$ cat src/rtl/ram_port_arbiter_if.sv
// Request/response and RAM-side signals between two requesters (core A, loader B) and the RAM arbiter.
interface ram_port_arbiter_if #(
    parameter int AW = 8
);
    logic          a_req_i;
    logic          a_we_i;
    logic [13:0]   a_addr_i;
    logic [31:0]   a_wdata_i;
    logic [31:0]   a_wmask_i;
    logic          a_gnt_o;
    logic          a_rvalid_o;
    logic [31:0]   a_rdata_o;
    logic [1:0]    a_rerror_o;

    logic          b_req_i;
    logic          b_we_i;
    logic [13:0]   b_addr_i;
    logic [31:0]   b_wdata_i;
    logic          b_gnt_o;
    logic          b_rvalid_o;
    logic [31:0]   b_rdata_o;
    logic [1:0]    b_rerror_o;

    logic          ram_en_o;
    logic [3:0]    ram_we_o;
    logic [AW-1:0] ram_a_o;
    logic [31:0]   ram_di_o;
    logic [31:0]   ram_do_i;

    modport master (
        output a_req_i, a_we_i, a_addr_i, a_wdata_i, a_wmask_i,
        output b_req_i, b_we_i, b_addr_i, b_wdata_i,
        output ram_do_i,
        input  a_gnt_o, a_rvalid_o, a_rdata_o, a_rerror_o,
        input  b_gnt_o, b_rvalid_o, b_rdata_o, b_rerror_o,
        input  ram_en_o, ram_we_o, ram_a_o, ram_di_o
    );

    modport slave (
        input  a_req_i, a_we_i, a_addr_i, a_wdata_i, a_wmask_i,
        input  b_req_i, b_we_i, b_addr_i, b_wdata_i,
        input  ram_do_i,
        output a_gnt_o, a_rvalid_o, a_rdata_o, a_rerror_o,
        output b_gnt_o, b_rvalid_o, b_rdata_o, b_rerror_o,
        output ram_en_o, ram_we_o, ram_a_o, ram_di_o
    );
endinterface

$ cat src/rtl/ram_port_arbiter.sv
// Two-port single-RAM arbiter: B wins ties unless A has waited MAX_WAIT cycles; grant is same-cycle.
// Response latency 1 cycle for every grant; no backpressure, a denied requester simply re-requests.
module ram_port_arbiter #(
    parameter int AW       = 8,
    parameter int MAX_WAIT = 3
) (
    input  logic clk_i,
    input  logic rst_ni,
    ram_port_arbiter_if.slave bus
);
    localparam int WW = (MAX_WAIT < 1) ? 1 : $clog2(MAX_WAIT + 1);

    logic [WW-1:0] wait_q;
    logic          a_in_range, b_in_range;
    logic          a_gnt, b_gnt;
    logic          gnt_wr, gnt_err;
    logic          ram_en;
    logic [3:0]    ram_we;
    logic [AW-1:0] ram_a;
    logic [31:0]   ram_di;

    logic          rsp_vld_q, rsp_own_q, rsp_wr_q, rsp_err_q;
    logic [31:0]   rsp_data;

    assign a_in_range = (bus.a_addr_i >> AW) == 14'd0;
    assign b_in_range = (bus.b_addr_i >> AW) == 14'd0;

    always_comb begin
        a_gnt   = 1'b0;
        b_gnt   = 1'b0;
        gnt_wr  = 1'b0;
        gnt_err = 1'b0;
        ram_en  = 1'b0;
        ram_we  = 4'b0000;
        ram_a   = '0;
        ram_di  = '0;
        // Grants are forced off while reset is held, independent of the clock.
        if (rst_ni) begin
            if (bus.a_req_i && (!bus.b_req_i || wait_q == WW'(MAX_WAIT))) begin
                a_gnt = 1'b1;
            end else if (bus.b_req_i) begin
                b_gnt = 1'b1;
            end
        end
        if (a_gnt) begin
            gnt_wr  = bus.a_we_i;
            gnt_err = !a_in_range;
            ram_en  = a_in_range;
            ram_a   = bus.a_addr_i[AW-1:0];
            ram_di  = bus.a_wdata_i;
            for (int i = 0; i < 4; i++) begin
                ram_we[i] = a_in_range && bus.a_we_i && (bus.a_wmask_i[8*i +: 8] != 8'd0);
            end
        end else if (b_gnt) begin
            gnt_wr  = bus.b_we_i;
            gnt_err = !b_in_range;
            ram_en  = b_in_range;
            ram_a   = bus.b_addr_i[AW-1:0];
            ram_di  = bus.b_wdata_i;
            ram_we  = {4{b_in_range && bus.b_we_i}};
        end
    end

    always_ff @(posedge clk_i or negedge rst_ni) begin
        if (!rst_ni) begin
            wait_q <= '0;
        end else if (bus.a_req_i && !a_gnt) begin
            if (wait_q != WW'(MAX_WAIT)) begin
                wait_q <= wait_q + WW'(1);
            end
        end else begin
            wait_q <= '0;
        end
    end

    always_ff @(posedge clk_i or negedge rst_ni) begin
        if (!rst_ni) begin
            rsp_vld_q <= 1'b0;
            rsp_own_q <= 1'b0;
            rsp_wr_q  <= 1'b0;
            rsp_err_q <= 1'b0;
        end else begin
            rsp_vld_q <= a_gnt || b_gnt;
            rsp_own_q <= b_gnt;
            rsp_wr_q  <= gnt_wr;
            rsp_err_q <= gnt_err;
        end
    end

    // Only in-range reads return RAM data; writes and errors answer with zero.
    assign rsp_data = (rsp_wr_q || rsp_err_q) ? 32'd0 : bus.ram_do_i;

    assign bus.a_gnt_o    = a_gnt;
    assign bus.b_gnt_o    = b_gnt;
    assign bus.ram_en_o   = ram_en;
    assign bus.ram_we_o   = ram_we;
    assign bus.ram_a_o    = ram_a;
    assign bus.ram_di_o   = ram_di;

    assign bus.a_rvalid_o = rsp_vld_q && !rsp_own_q;
    assign bus.b_rvalid_o = rsp_vld_q && rsp_own_q;
    assign bus.a_rdata_o  = bus.a_rvalid_o ? rsp_data : 32'd0;
    assign bus.b_rdata_o  = bus.b_rvalid_o ? rsp_data : 32'd0;
    assign bus.a_rerror_o = (bus.a_rvalid_o && rsp_err_q) ? 2'b01 : 2'b00;
    assign bus.b_rerror_o = (bus.b_rvalid_o && rsp_err_q) ? 2'b01 : 2'b00;
endmodule
$ cat src/flat_wrapper.sv
// flat-port wrapper written by rule: the top's interface ports become plain ports
module ram_port_arbiter_flat 
#(
    parameter int AW       = 8,
    parameter int MAX_WAIT = 3
)
  (clk_i, rst_ni, bus_a_req_i, bus_a_we_i, bus_a_addr_i, bus_a_wdata_i, bus_a_wmask_i, bus_b_req_i, bus_b_we_i, bus_b_addr_i, bus_b_wdata_i, bus_ram_do_i, bus_a_gnt_o, bus_a_rvalid_o, bus_a_rdata_o, bus_a_rerror_o, bus_b_gnt_o, bus_b_rvalid_o, bus_b_rdata_o, bus_b_rerror_o, bus_ram_en_o, bus_ram_we_o, bus_ram_a_o, bus_ram_di_o);
  ram_port_arbiter_if #(.AW(AW)) bus_i ();
  input  logic clk_i;
  input  logic rst_ni;
  input wire logic [$bits(bus_i.a_req_i)-1:0] bus_a_req_i;
  input wire logic [$bits(bus_i.a_we_i)-1:0] bus_a_we_i;
  input wire logic [$bits(bus_i.a_addr_i)-1:0] bus_a_addr_i;
  input wire logic [$bits(bus_i.a_wdata_i)-1:0] bus_a_wdata_i;
  input wire logic [$bits(bus_i.a_wmask_i)-1:0] bus_a_wmask_i;
  input wire logic [$bits(bus_i.b_req_i)-1:0] bus_b_req_i;
  input wire logic [$bits(bus_i.b_we_i)-1:0] bus_b_we_i;
  input wire logic [$bits(bus_i.b_addr_i)-1:0] bus_b_addr_i;
  input wire logic [$bits(bus_i.b_wdata_i)-1:0] bus_b_wdata_i;
  input wire logic [$bits(bus_i.ram_do_i)-1:0] bus_ram_do_i;
  output wire logic [$bits(bus_i.a_gnt_o)-1:0] bus_a_gnt_o;
  output wire logic [$bits(bus_i.a_rvalid_o)-1:0] bus_a_rvalid_o;
  output wire logic [$bits(bus_i.a_rdata_o)-1:0] bus_a_rdata_o;
  output wire logic [$bits(bus_i.a_rerror_o)-1:0] bus_a_rerror_o;
  output wire logic [$bits(bus_i.b_gnt_o)-1:0] bus_b_gnt_o;
  output wire logic [$bits(bus_i.b_rvalid_o)-1:0] bus_b_rvalid_o;
  output wire logic [$bits(bus_i.b_rdata_o)-1:0] bus_b_rdata_o;
  output wire logic [$bits(bus_i.b_rerror_o)-1:0] bus_b_rerror_o;
  output wire logic [$bits(bus_i.ram_en_o)-1:0] bus_ram_en_o;
  output wire logic [$bits(bus_i.ram_we_o)-1:0] bus_ram_we_o;
  output wire logic [$bits(bus_i.ram_a_o)-1:0] bus_ram_a_o;
  output wire logic [$bits(bus_i.ram_di_o)-1:0] bus_ram_di_o;
  assign bus_i.a_req_i = bus_a_req_i;
  assign bus_i.a_we_i = bus_a_we_i;
  assign bus_i.a_addr_i = bus_a_addr_i;
  assign bus_i.a_wdata_i = bus_a_wdata_i;
  assign bus_i.a_wmask_i = bus_a_wmask_i;
  assign bus_i.b_req_i = bus_b_req_i;
  assign bus_i.b_we_i = bus_b_we_i;
  assign bus_i.b_addr_i = bus_b_addr_i;
  assign bus_i.b_wdata_i = bus_b_wdata_i;
  assign bus_i.ram_do_i = bus_ram_do_i;
  assign bus_a_gnt_o = bus_i.a_gnt_o;
  assign bus_a_rvalid_o = bus_i.a_rvalid_o;
  assign bus_a_rdata_o = bus_i.a_rdata_o;
  assign bus_a_rerror_o = bus_i.a_rerror_o;
  assign bus_b_gnt_o = bus_i.b_gnt_o;
  assign bus_b_rvalid_o = bus_i.b_rvalid_o;
  assign bus_b_rdata_o = bus_i.b_rdata_o;
  assign bus_b_rerror_o = bus_i.b_rerror_o;
  assign bus_ram_en_o = bus_i.ram_en_o;
  assign bus_ram_we_o = bus_i.ram_we_o;
  assign bus_ram_a_o = bus_i.ram_a_o;
  assign bus_ram_di_o = bus_i.ram_di_o;
  ram_port_arbiter #(.AW(AW), .MAX_WAIT(MAX_WAIT)) u_core (.clk_i(clk_i), .rst_ni(rst_ni), .bus(bus_i));
endmodule
$ cat config.mk
export PLATFORM = sky130hd
export DESIGN_NAME = ram_port_arbiter_flat
export DESIGN_NICKNAME = d
export VERILOG_FILES = /design/src/rtl/ram_port_arbiter_if.sv /design/src/rtl/ram_port_arbiter.sv /design/src/flat_wrapper.sv
export SDC_FILE = /design/constraint.sdc
export NUM_CORES = 1
export LEC_CHECK = 0
export ABC_AREA = 1
export CELL_PAD_IN_SITES_DETAIL_PLACEMENT = 1
export CELL_PAD_IN_SITES_GLOBAL_PLACEMENT = 2
export CORE_ASPECT_RATIO = 0.7
export CORE_MARGIN = 4
export CORE_UTILIZATION = 10
export CTS_BUF_LIST = sky130_fd_sc_hd__clkbuf_8
export CTS_CLUSTER_SIZE = 28
export DETAILED_ROUTE_END_ITERATION = 10
export PLACE_DENSITY = 0.94
export SYNTH_ARGS = -nofsm -noshare
export SYNTH_HDL_FRONTEND = slang
export SYNTH_SLANG_ARGS = --single-unit
$ cat constraint.sdc
create_clock -name clk_i -period 1.4 [get_ports clk_i]
set_input_delay 0.28 -clock clk_i [delete_from_list [all_inputs] [get_ports clk_i]]
set_output_delay 0.28 -clock clk_i [all_outputs]
set_load 0.02 [all_outputs]
# Word-level counts from Yosys, hierarchy flattened
# Cells that the tools add are included.
[op_classes]
muxes = 24
addsub = 1
n_eq_ne = 3
reduce_logical = 26
[op_table]
columns = ["cell", "n"]
rows = [
  ["$mux 32", 5],
  ["$reduce_bool 8->1", 4],
  ["$logic_not 14->1", 2],
  ["$mux 8", 2],
  ["$mux 1", 13],
  ["$logic_and 1x1->1", 12],
  ["$mux 4", 2],
  ["$logic_not 1->1", 5],
  ["$mux 2", 2],
  ["$ne 2x2->1 const B", 2],
  ["$logic_or 1x1->1", 3],
  ["$add 2x1->2 const B", 1],
  ["$eq 2x2->1 const B", 1],
]
[totals]
out_inout_bits = 117
in_bits = 162
ff_bits = 6
word_cells = 59

# Logic depth before layout (Yosys ltp)
[depth]
depth_word = 8
depth_mapped = 9
depth_no_buf = 8

# Least setup slack after synthesis
# No wires, ideal clock.
[synth_timing]
path_kind = "register to output"
from = "register u_core.wait_q[0]"
to = "output bus_ram_di_o[22]"
arrival_ps = 1329
required_time_ps = 1120
slack_ps = -209
path_stages_with_launch = 10
path_buffers = 1
path_cell_list = "dfrtp_1 -> ha_1 -> inv_2 -> nand2_2 -> nand2_1 -> nand2_2 -> inv_4 -> buf_6 -> nand2_1 -> nand2_1"
[synth_between]
elab_chain_cells = 7
elab_cells_between_ends = 9
classes_between = "eq/ne (1); mux (6); reduce/logical (2)"
[synth_lines]
columns = ["item", "line", "rtl"]
rows = [
  ["from (decl)", "ram_port_arbiter.sv:13", "logic [WW-1:0] wait_q;"],
  ["from (signal assigned)", "ram_port_arbiter.sv:69", "wait_q <= wait_q + WW'(1);"],
  ["$eq 2x2->1", "ram_port_arbiter.sv:39", "if (bus.a_req_i && (!bus.b_req_i || wait_q == WW'(MAX_WAIT))) begin"],
  ["$logic_or 1x1->1", "ram_port_arbiter.sv:39", ""],
  ["$logic_and 1x1->1", "ram_port_arbiter.sv:39", ""],
  ["$mux 1", "ram_port_arbiter.sv:39", ""],
  ["$mux 1", "ram_port_arbiter.sv:38", "if (rst_ni) begin"],
  ["net bus_b_gnt_o", "flat_wrapper.sv:25", "output wire logic [$bits(bus_i.b_gnt_o)-1:0] bus_b_gnt_o;"],
  ["$mux 32", "ram_port_arbiter.sv:54", "end else if (b_gnt) begin"],
  ["$mux 32", "ram_port_arbiter.sv:45", "if (a_gnt) begin"],
  ["to (decl)", "flat_wrapper.sv:32", "output wire logic [$bits(bus_i.ram_di_o)-1:0] bus_ram_di_o;"],
]
# The timed path passes the listed nets, and every way through them passes these cells.

# Worst setup path in the final report
[layout_timing]
from = "register u_core.wait_q[0]"
to = "output bus_ram_di_o[25]"
[layout_between]
elab_chain_cells = 7
elab_cells_between_ends = 9
classes_between = "eq/ne (1); mux (6); reduce/logical (2)"
[layout_lines]
columns = ["item", "line"]
rows = [
  ["$eq 2x2->1 (*)", "ram_port_arbiter.sv:39"],
  ["$logic_or 1x1->1 (*)", "ram_port_arbiter.sv:39"],
  ["$logic_and 1x1->1 (*)", "ram_port_arbiter.sv:39"],
  ["$mux 1", "ram_port_arbiter.sv:39"],
  ["$mux 1", "ram_port_arbiter.sv:38"],
  ["$mux 32", "ram_port_arbiter.sv:54"],
  ["$mux 32 (*)", "ram_port_arbiter.sv:45"],
]
# Mark *: on every way between the ends. The rest lies on a longest branch, timed or not.

==> results.md <==
- Status: complete, but fails checks
- Violated checks: negative setup slack
- Seq cells post-synth: 6
- DIE WIDTH: 180 um
- Number of library cell types mapped by synthesis: 23
- Slowest-stage cell, CP: dfrtp_1
- Routed vias/inst: 3.75
- Finish-stage setup viols: 115
- Dpl cells: 904
- Comb pwr share: 0.843
- Routed wire length: 15700 um
- Syn Inst Count: 331
- Vias in the first global route: 3985
- Routability cong.: 0.821
- Hold Vio Cnt, Final: 0
- Average routed wire per standard cell: between 15 and 20 um
- Worst hold margin: 0.0912 ns
- Power density cells: 392 nW/um^2
- HPWL after DPL: around 11000 um
- Worst-path clk slew: 0.04 ns
- Max Cap Viol: 0
- Congestion Overflow GR: 0
- First-pass GRT wire length: 21700 um
- DR iter-0 viols: 55
- Hold Path Class: input pin to async pin
- Nets: 858
- Crit-path max FO: 6
- GRT Overall Usage: 0.116
- Vias: 3613
- Die height: roughly 130 um
- CP max stage delay: 0.40 ns
- Worst vdd ir: approximately 0.19 mV
- Leakage: 3.47 nW
- IO buf count: between 200 and 300
- Initial antenna violation count: 2
- Switching fraction of total power: 0.408
- DR DRC count: 0
- Area grow syn2layout: 261%
- CP dominant cell by count: nand2_4
- Core region area: roughly 20000 um^2
- H-tree depth: 1
- Achievable clock frequency: slightly above 500 MHz
- Pins Over Slew Limit: 0
- Setup Crit Path Kind: register to primary output
- Syn avg cell area: roughly 6.3 um^2
- Period utilisation layout: 1.38
- CTS root buf: clkbuf_8
- # IOs: 279
- Setup crit start kind: register
- CTS tree: yes
- Synth Warn #: 0
- RSZ-0062 raised after global routing: true
- Minimum clock period: between 1.5 and 2 ns
- P_sw: 1.20 mW
- CTS max path bufs: 2
- Pin count of the biggest net entering global routing: 15
- Mapped Area: 2080 um^2
- Setup TNS Final: -47.97 ns
- Layout cells sized above 1: 0.626
- Antenna diodes: 0
- Number of clock sinks: 6
- Layout Skew: 0.00196 ns
- Clk_lat worst skew: around 0.22 ns
- Num CTS Buffers: 3
- Worst path cell trace: ha_4, inv_4, nand2_4, nand2_4, nand2_4, inv_6, buf_12, clkbuf_16, nand2_4, nand2_2, buf_6
- Drt pass-1 iters: 4
- Crit path required time: 1.12 ns
- Fin cells: 963
- Seq pwr share: 0.071
- Worst setup margin: -0.529 ns
- Pint: 1.74 mW
- Clock power share: 0.086
- Crit end category: primary output
- # rows: 43
- Die Area: approximately 23000 um^2
- WP data arrival: between 1.5 and 2 ns
- Initial Util: 0.103
- Routed Antenna Nets: 0
- Sequential share of the synthesized area: 0.0723
layout make-up:
type / count / area [um^2]
repair buffers: 381 / 4300
fillers: 2242 / 12600
flip-flops and latches: 6 / 151
well taps: 270 / 338
multi-input cells: 261 / 2470
clock buffers: 3 / 41.3
inverters: 42 / 185
state kept, by name (all words and copies together) (netlist names):
signal	flops
u_core.rsp_own_q	1
u_core.rsp_wr_q	1
u_core.rsp_vld_q	1
u_core.rsp_err_q	1
u_core.wait_q	2
per-layer routing:
layer  share of wire  up-vias  global-route usage
met5               0        -                   0
met4           0.025        0              0.0307
met3           0.071       24              0.0266
met2            0.54      178               0.221
met1            0.36     1674               0.133
li1                -     1737                   -
placed cells by master (no fill, tap or decap), types with 4 or more instances in the layout:
cell,netlist,layout
inv_1,38,36
clkbuf_16,0,4
nand2_4,0,49
buf_6,14,146
buf_8,0,5
nor2_1,34,30
dfrtp_1,6,5
nor3_4,0,62
buf_16,0,4
buf_12,4,24
nand2_1,112,21
buf_4,2,37
clkdlybuf4s50_1,0,158
nand2_2,37,77
kinds of logic after synthesis:
family,Yosys count,share of synthesized area
and+or+nand+nor,253,0.696
buffers and inverters,66,0.211
DFF,6,0.0723
AOI/OAI and AO/OA,3,0.00843
xor gates and xnor gates,1,0.00422
adders and majority gates,1,0.00602
other,1,0.00181
cells in the mapped netlist (all sizes together):
library cell | count | area (um^2)
a21oi | 1 | 5.00
buf | 24 | 273
conb | 1 | 3.75
dfrtp | 6 | 150
ha | 1 | 12.5
inv | 42 | 165
nand2 | 149 | 652
nand3 | 3 | 27.5
nor2 | 35 | 134
nor3 | 64 | 621
o22ai | 2 | 12.5
or2 | 2 | 12.5
xor2 | 1 | 8.76
critical path: cells and delay by family, from the launching register on:
family / cells / cell delay, ns
adders and majority gates: 1 / 0.18
buffers and inverters: 5 / 0.55
DFF: 1 / 0.40
and+or+nand+nor: 5 / 0.29
worst paths after layout:
kind                            slack (ns)        startpoint               end  cells past startpoint
worst max-delay path                 -0.53  u_core.wait_q[0]  bus_ram_di_o[25]                     11
min in group clk_i                    0.57       bus_a_req_i  u_core.wait_q[1]                      3
worst min-delay path                  0.09            rst_ni  u_core.wait_q[1]                      2
max in group asynchronous             1.18            rst_ni  u_core.rsp_err_q                      2
worst max register to register        0.07  u_core.wait_q[1]  u_core.wait_q[0]                      8
worst min register to register        0.58  u_core.wait_q[1]  u_core.wait_q[1]                      2
metrics by stage:
step / instance area (um^2) / worst slack [ns] / utilization / power [mW]
4_1_cts: 6980 / -0.564 / 0.347 / 2.73
3_3_place_gp: 6080 / -0.991 / 0.302 / 2.03
5_1_grt: 7490 / -0.623 / 0.372 / 3.10
6_report: 7490 / -0.529 / 0.372 / 2.94
2_1_floorplan: 2730 / -0.119 / - / 1.11
3_5_place_dp: 6080 / -1.01 / 0.302 / 2.06
repair_timing:
action / 4_1_cts / 5_1_grt
resized for setup: 757 / 90
gates cloned: 7 / 4
pin swaps: 14 / 38
hold endpoints to repair: 0 / 0
setup buffers: 31 / 25
endpoints found under the setup margin: 115 / 120
hold buffers: 0 / 0
power groups by stage:
stage	registers [mW]	clock network, mW	logic [mW]
2_1_floorplan	0.200	0	0.907
3_3_place_gp	0.200	0	1.83
3_5_place_dp	0.202	0	1.86
4_1_cts	0.204	0.262	2.27
5_1_grt	0.212	0.280	2.61
6_report	0.209	0.253	2.47
Note: power is estimated with default switching activity, not from simulation.
